`config.mk`:
```
export PLATFORM = sky130hd
export DESIGN_NAME = spi_cmd_fifo
export DESIGN_NICKNAME = d
export VERILOG_FILES = /design/src/rtl/spi_cmd_pkg.sv /design/src/rtl/cs_sync_edge.sv /design/src/rtl/spi_cmd_fifo.sv
export SDC_FILE = /design/constraint.sdc
export NUM_CORES = 1
export LEC_CHECK = 0
export BUFFER_PORTS_ARGS = -buffer_cell sky130_fd_sc_hd__buf_2
export CAP_MARGIN = 0
export CORE_MARGIN = 1.5
export CORE_UTILIZATION = 30
export DETAILED_ROUTE_END_ITERATION = 8
export MAX_ROUTING_LAYER = met4
export PLACE_DENSITY = 0.5
export SLEW_MARGIN = 0
export SYNTH_ARGS = -nofsm -noshare
export SYNTH_HDL_FRONTEND = slang
export SYNTH_HIERARCHICAL = 1
export SYNTH_SLANG_ARGS = --single-unit
```
`constraint.sdc`:
```
create_clock -name clk -period 5.2 [get_ports clk]
set_input_delay 1.04 -clock clk [delete_from_list [all_inputs] [get_ports clk]]
set_output_delay 1.04 -clock clk [all_outputs]
set_load 0.01 [all_outputs]
```
`src/rtl/spi_cmd_pkg.sv`:
```
// Shared definitions for the SPI command buffer: FSM encoding, the status-clear
// command byte and the layout of the MISO status byte.
package spi_cmd_pkg;

   localparam logic [1:0] ST_IDLE = 2'd0;
   localparam logic [1:0] ST_RECV = 2'd1;
   localparam logic [1:0] ST_DROP = 2'd2;

   localparam logic [7:0] STATUS_CLEAR = 8'hFF;

   localparam int unsigned STAT_OVF   = 7;
   localparam int unsigned STAT_FERR  = 6;
   localparam int unsigned STAT_CNT_W = 5;

   // Occupancy as reported to the host: clipped to what the 5-bit field holds.
   function automatic logic [STAT_CNT_W-1:0] sat_count(input int unsigned n);
      logic [STAT_CNT_W-1:0] r;
      if (n > 31) r = '1;
      else        r = n[STAT_CNT_W-1:0];
      return r;
   endfunction

endpackage

```
`src/rtl/cs_sync_edge.sv`:
```
// Two-flop synchroniser for the raw SPI chip select with registered
// rise/fall pulses.
module cs_sync_edge (
   input  logic clk,
   input  logic reset,
   input  logic cs,
   output logic cs_rise,
   output logic cs_fall
);

   logic       cs_meta;
   logic       cs_sync;
   logic       cs_prev;
   logic [1:0] settle;

   // Edges are suppressed until every stage holds a real sample, so a frame
   // already open across reset is not mistaken for a new one.
   always_ff @(posedge clk) begin
      if (reset) begin
         cs_meta <= 1'b1;
         cs_sync <= 1'b1;
         cs_prev <= 1'b1;
         settle  <= '0;
         cs_rise <= 1'b0;
         cs_fall <= 1'b0;
      end else begin
         cs_meta <= cs;
         cs_sync <= cs_meta;
         cs_prev <= cs_sync;
         if (settle != 2'd3) settle <= settle + 2'd1;
         cs_rise <= (settle == 2'd3) &&  cs_sync && !cs_prev;
         cs_fall <= (settle == 2'd3) && !cs_sync &&  cs_prev;
      end
   end

endmodule

```
`src/rtl/spi_cmd_fifo.sv`:
```
// Frame-aware command buffer: SPI bytes are staged tentatively and become
// visible to the engine only when chip select closes a complete frame.
module spi_cmd_fifo
   import spi_cmd_pkg::*;
#(
   parameter int depth       = 32,
   parameter int count_width = $clog2(depth) + 1
) (
   input  logic                   clk,
   input  logic                   reset,
   input  logic                   cs,
   input  logic [7:0]             in_byte,
   input  logic                   in_valid,
   output logic [7:0]             out_byte,
   output logic                   out_valid,
   input  logic                   out_ready,
   output logic [count_width-1:0] fifo_count,
   output logic                   overflow,
   output logic [7:0]             miso_byte
);

   localparam int unsigned            AW      = $clog2(depth);
   localparam logic [count_width-1:0] DEPTH_C = count_width'(depth);
   localparam logic [count_width-1:0] ONE_C   = count_width'(1);

   logic                   cs_rise;
   logic                   cs_fall;

   logic [1:0]             state, state_n;
   logic [count_width-1:0] rd_ptr, rd_ptr_n;
   logic [count_width-1:0] commit_ptr, commit_ptr_n;
   logic [count_width-1:0] wr_ptr, wr_ptr_n;
   logic                   overflow_n;
   logic                   frame_err, frame_err_n;
   logic [7:0]             first_byte, first_byte_n;
   logic                   wr_en;
   logic                   rd_fire;
   logic                   space_ok;
   logic [7:0]             status_n;

   logic [7:0]             mem [depth];

   cs_sync_edge u_cs_sync (
      .clk     (clk),
      .reset   (reset),
      .cs      (cs),
      .cs_rise (cs_rise),
      .cs_fall (cs_fall)
   );

   assign rd_fire  = out_valid && out_ready;
   assign space_ok = (wr_ptr - rd_ptr) < DEPTH_C;

   always_comb begin
      state_n      = state;
      wr_ptr_n     = wr_ptr;
      commit_ptr_n = commit_ptr;
      overflow_n   = overflow;
      frame_err_n  = frame_err;
      first_byte_n = first_byte;
      wr_en        = 1'b0;
      rd_ptr_n     = rd_fire ? rd_ptr + ONE_C : rd_ptr;

      case (state)
         ST_IDLE: begin
            if (in_valid) frame_err_n = 1'b1;
            if (cs_fall) begin
               state_n  = ST_RECV;
               wr_ptr_n = commit_ptr;
            end
         end
         ST_RECV: begin
            if (cs_rise) begin
               state_n = ST_IDLE;
               // A lone 0xFF is a host command, not engine data: discard it.
               if ((wr_ptr - commit_ptr) == ONE_C && first_byte == STATUS_CLEAR) begin
                  wr_ptr_n    = commit_ptr;
                  overflow_n  = 1'b0;
                  frame_err_n = 1'b0;
               end else begin
                  commit_ptr_n = wr_ptr;
               end
            end else if (in_valid) begin
               if (space_ok) begin
                  wr_en    = 1'b1;
                  wr_ptr_n = wr_ptr + ONE_C;
                  if (wr_ptr == commit_ptr) first_byte_n = in_byte;
               end else begin
                  state_n    = ST_DROP;
                  overflow_n = 1'b1;
               end
            end
         end
         ST_DROP: begin
            if (cs_rise) begin
               state_n  = ST_IDLE;
               wr_ptr_n = commit_ptr;
            end
         end
         default: state_n = ST_IDLE;
      endcase
   end

   always_comb begin
      status_n                   = '0;
      status_n[STAT_OVF]         = overflow;
      status_n[STAT_FERR]        = frame_err;
      status_n[STAT_CNT_W-1:0]   = sat_count(32'(fifo_count));
   end

   always_ff @(posedge clk) begin
      if (wr_en) mem[wr_ptr[AW-1:0]] <= in_byte;
   end

   // Reading at the next head address keeps out_byte show-ahead at full rate.
   always_ff @(posedge clk) begin
      if (reset) out_byte <= '0;
      else       out_byte <= mem[rd_ptr_n[AW-1:0]];
   end

   always_ff @(posedge clk) begin
      if (reset) begin
         state      <= ST_IDLE;
         rd_ptr     <= '0;
         commit_ptr <= '0;
         wr_ptr     <= '0;
         overflow   <= 1'b0;
         frame_err  <= 1'b0;
         first_byte <= '0;
         out_valid  <= 1'b0;
         fifo_count <= '0;
         miso_byte  <= '0;
      end else begin
         state      <= state_n;
         rd_ptr     <= rd_ptr_n;
         commit_ptr <= commit_ptr_n;
         wr_ptr     <= wr_ptr_n;
         overflow   <= overflow_n;
         frame_err  <= frame_err_n;
         first_byte <= first_byte_n;
         out_valid  <= (rd_ptr_n != commit_ptr_n);
         fifo_count <= commit_ptr_n - rd_ptr_n;
         miso_byte  <= status_n;
      end
   end

endmodule
```
==> results.json <==
{
  "status": "complete, no violations",
  "synthTopCellsByArea": "edfxtp_1, dfxtp_1, mux4_2",
  "tns_ns": 0,
  "cts_inserted_buffers": 36,
  "hp-class": "register to register",
  "drv_slew": 0,
  "firstDrtPassIters": 5,
  "avgSynthCellArea_um2": 12.3,
  "yosysTopAreaCell": "edfxtp_1",
  "p_seq_share_pct": 51.6,
  "startpoint_type": "register",
  "dr_total_vias": 9430,
  "synth_edf_count": 256,
  "netlist_instances": 1162,
  "antenna_found_initial": 0,
  "final_cell_mix": "edfxtp_1, nor2_1, a21oi_1",
  "swShare_pct": 21.1,
  "period_share_pct": 86.0,
  "intPower_mw": 4.18,
  "diodes": 0,
  "leakagePower_nw": 5.47,
  "place_ws_ns": 0.737,
  "avgViaCountPerCell": 5.22,
  "clockBufferDepth": 3,
  "slew_headroom_pct": 31.9,
  "coreArea_um2": 46800,
  "clkSinkCount": 315,
  "grt_pass1_wl_mm": 56.8,
  "drv_cap": 0,
  "die_x_um": 221,
  "totalWireLength_mm": 37.3,
  "final_hold_viol_count": 0,
  "final_area_um2": 16200,
  "cts.clk_slew.worst_paths_ns": 0.06,
  "synth_nets": 1197,
  "drive_gt1_share_pct": 13.5,
  "crit_chain": "inv_1, ha_1, fa_1, xnor2_1, nor4_1, o21a_1, nand3_1, o21ai_2, mux2i_1, inv_1, ha_1, nor2b_1, o21ai_0, nand2b_1, a21o_1, nand2_1, a21oi_1, mux2_1",
  "worstMarginPinSlew_ns": 1.02,
  "drc": 0,
  "crit_fanout": 9,
  "yosysSeqAreaShare_pct": 62.1,
  "p_sw_mw": 1.12,
  "critPathKind": "register to register",
  "async_flop_share_pct": 0,
  "rows": 79,
  "cts-root-buf": "clkbuf_16",
  "post-dp-hpwl_mm": 22.2,
  "fin_crit_ns": 4.47,
  "die_h_um": 221,
  "crit_required_ns": 5.61,
  "final_antenna_net_count": 0,
  "final_common_cell": "edfxtp_1",
  "ys_warn_count": 6,
  "fmax_mhz": 224,
  "syn2layout_area_growth_pct": 13.5,
  "end_kind": "register",
  "initial_utilization_pct": 30.6,
  "wl_per_cell_um": 20.7,
  "grt_pass1_vias": 9206,
  "pwr-share-comb_pct": 2.0,
  "skew_ns": 0.0381,
  "cpMaxStageDelayCell": "dfxtp_1",
  "ys_types": 69,
  "ir_drop_v": 0.000223,
  "grtUsageTotal_pct": 15.6,
  "hold_slack_ns": 0.410,
  "setup_viol": 0,
  "globalplace.congestion": 0.839,
  "synth.cell_area_um2": 14300,
  "ys.flop_type": "edfxtp_1",
  "postCtsSetupBuffers": 0,
  "post_cts_resized": 0,
  "nets": 1207,
  "critPathArrivalTime_ns": 4.88,
  "ys_ff_latch": 315,
  "rsz0062_at_grt": "false",
  "overflow": 0,
  "clk_latency_ns": 0.55,
  "grt_max_degree": 71,
  "p_per_area_nw_per_um2": 326,
  "io_pins": 37,
  "cts_tree": "built",
  "clockPowerShare_pct": 46.4,
  "critPathMaxStageDelay_ns": 0.50,
  "drtIter0Drc": 691,
  "cts.htree.levels": 2,
  "dieArea_um2": 49000,
  "portBuffers": 35,
  "cts_hold_buf": 0,
  "setup_ws_ns": 0.730,
  "yosysTopAreaCellShare_pct": 53.8,
  "dpl_cell_area_um2": 15100
}
## registers in the layout, summed over array words and instances (netlist names)
register,flops
out_valid,1
wr_ptr,6
u_cs_sync/cs_fall,1
mem,256
out_byte,8
u_cs_sync/cs_sync,1
miso_byte,7
u_cs_sync/settle,2
u_cs_sync/cs_meta,1
frame_err,1
rd_ptr,6
commit_ptr,6
state,2
u_cs_sync/cs_prev,1
u_cs_sync/cs_rise,1
first_byte,8
overflow,1
fifo_count,6
## path summary, 6_finish.rpt
kind / cells after the start / end / slack (ns) / start
max: 18 / fifo_count[5] / 0.73 / wr_ptr[0]
min: 1 / u_cs_sync/cs_sync / 0.41 / u_cs_sync/cs_meta
min reg2reg: 1 / u_cs_sync/cs_sync / 0.41 / u_cs_sync/cs_meta
max reg2reg: 18 / fifo_count[5] / 0.73 / wr_ptr[0]
## layer usage
layer / wire length, um / part of all wire (%) / global-route usage, % / up-vias
met5: 0 / 0 / - / -
met4: 898 / 2.4 / 4.69 / 0
met3: 2030 / 5.4 / 2.40 / 66
met2: 17700 / 47 / 25.1 / 241
met1: 16700 / 45 / 20.4 / 4700
li1: - / - / - / 4423
## critical path, delay by kind of cell, from the launching register on
kind	cells	cell delay, ns
AOI/OAI and AO/OA	5	1.01
adders and majority gates	3	0.94
and+or+nand+nor	5	0.82
muxes	2	0.70
DFF	1	0.50
buffers and inverters	2	0.25
xor gates and xnor gates	1	0.14
## power by group through the flow
stage | Sequential [mW] | Clock [mW] | Combinational, mW
floorplan | 2.79 | 0 | 0.0426
global placement | 2.79 | 0 | 0.103
detailed placement | 2.79 | 0 | 0.105
CTS | 2.74 | 2.51 | 0.105
global route | 2.74 | 2.60 | 0.114
finish | 2.74 | 2.46 | 0.104
## cell type report
cell class                 instances  area (um^2)
fill                            4550        30500
sequential                       315         8870
multi-input combinational        713         4910
clock buffer                      51         1020
tap                              607          759
timing repair buffer              53          348
inverter                          53          199
clock inverter                    14          124
## cells in the mapped netlist, drive strengths merged (2+ instances only)
library cell / n
a211o: 9
a211oi: 8
a21o: 4
a21oi: 96
a221o: 8
a221oi: 8
a22oi: 2
a31oi: 28
and2: 6
and3: 3
and4bb: 2
buf: 34
clkbuf: 47
dfxtp: 59
edfxtp: 256
fa: 2
ha: 20
inv: 52
mux2: 4
mux2i: 12
mux4: 32
nand2: 64
nand2b: 21
nand3: 14
nand3b: 3
nand4: 4
nor2: 138
nor2b: 20
nor3: 36
nor4: 3
o2111a: 9
o2111ai: 17
o211ai: 2
o21a: 4
o21ai: 38
o21bai: 16
o221a: 5
o221ai: 3
o311ai: 16
o31ai: 16
or2: 5
or3: 6
xnor2: 7
xor2: 8
## per-stage QoR
step / total power, mW / instances / util [%]
6_report: 5.30 / 1806 / 34.7
5_1_grt: 5.45 / 1806 / 34.7
4_1_cts: 5.35 / 1806 / 34.7
3_5_place_dp: 2.89 / 1741 / 32.3
3_3_place_gp: 2.89 / 1741 / 32.3
2_1_floorplan: 2.83 / 1162 / -
## cell families after synthesis
group	Yosys count	synth area share [%]
AOI/OAI and AO/OA	297	14.1
xor gates and xnor gates	15	1.05
adders and majority gates	22	2.03
buffers and inverters	134	3.80
DFF	315	62.1
muxes	48	6.20
other	1	0.0262
and+or+nand+nor	330	10.8
Note: power is estimated with default switching activity, not from simulation.
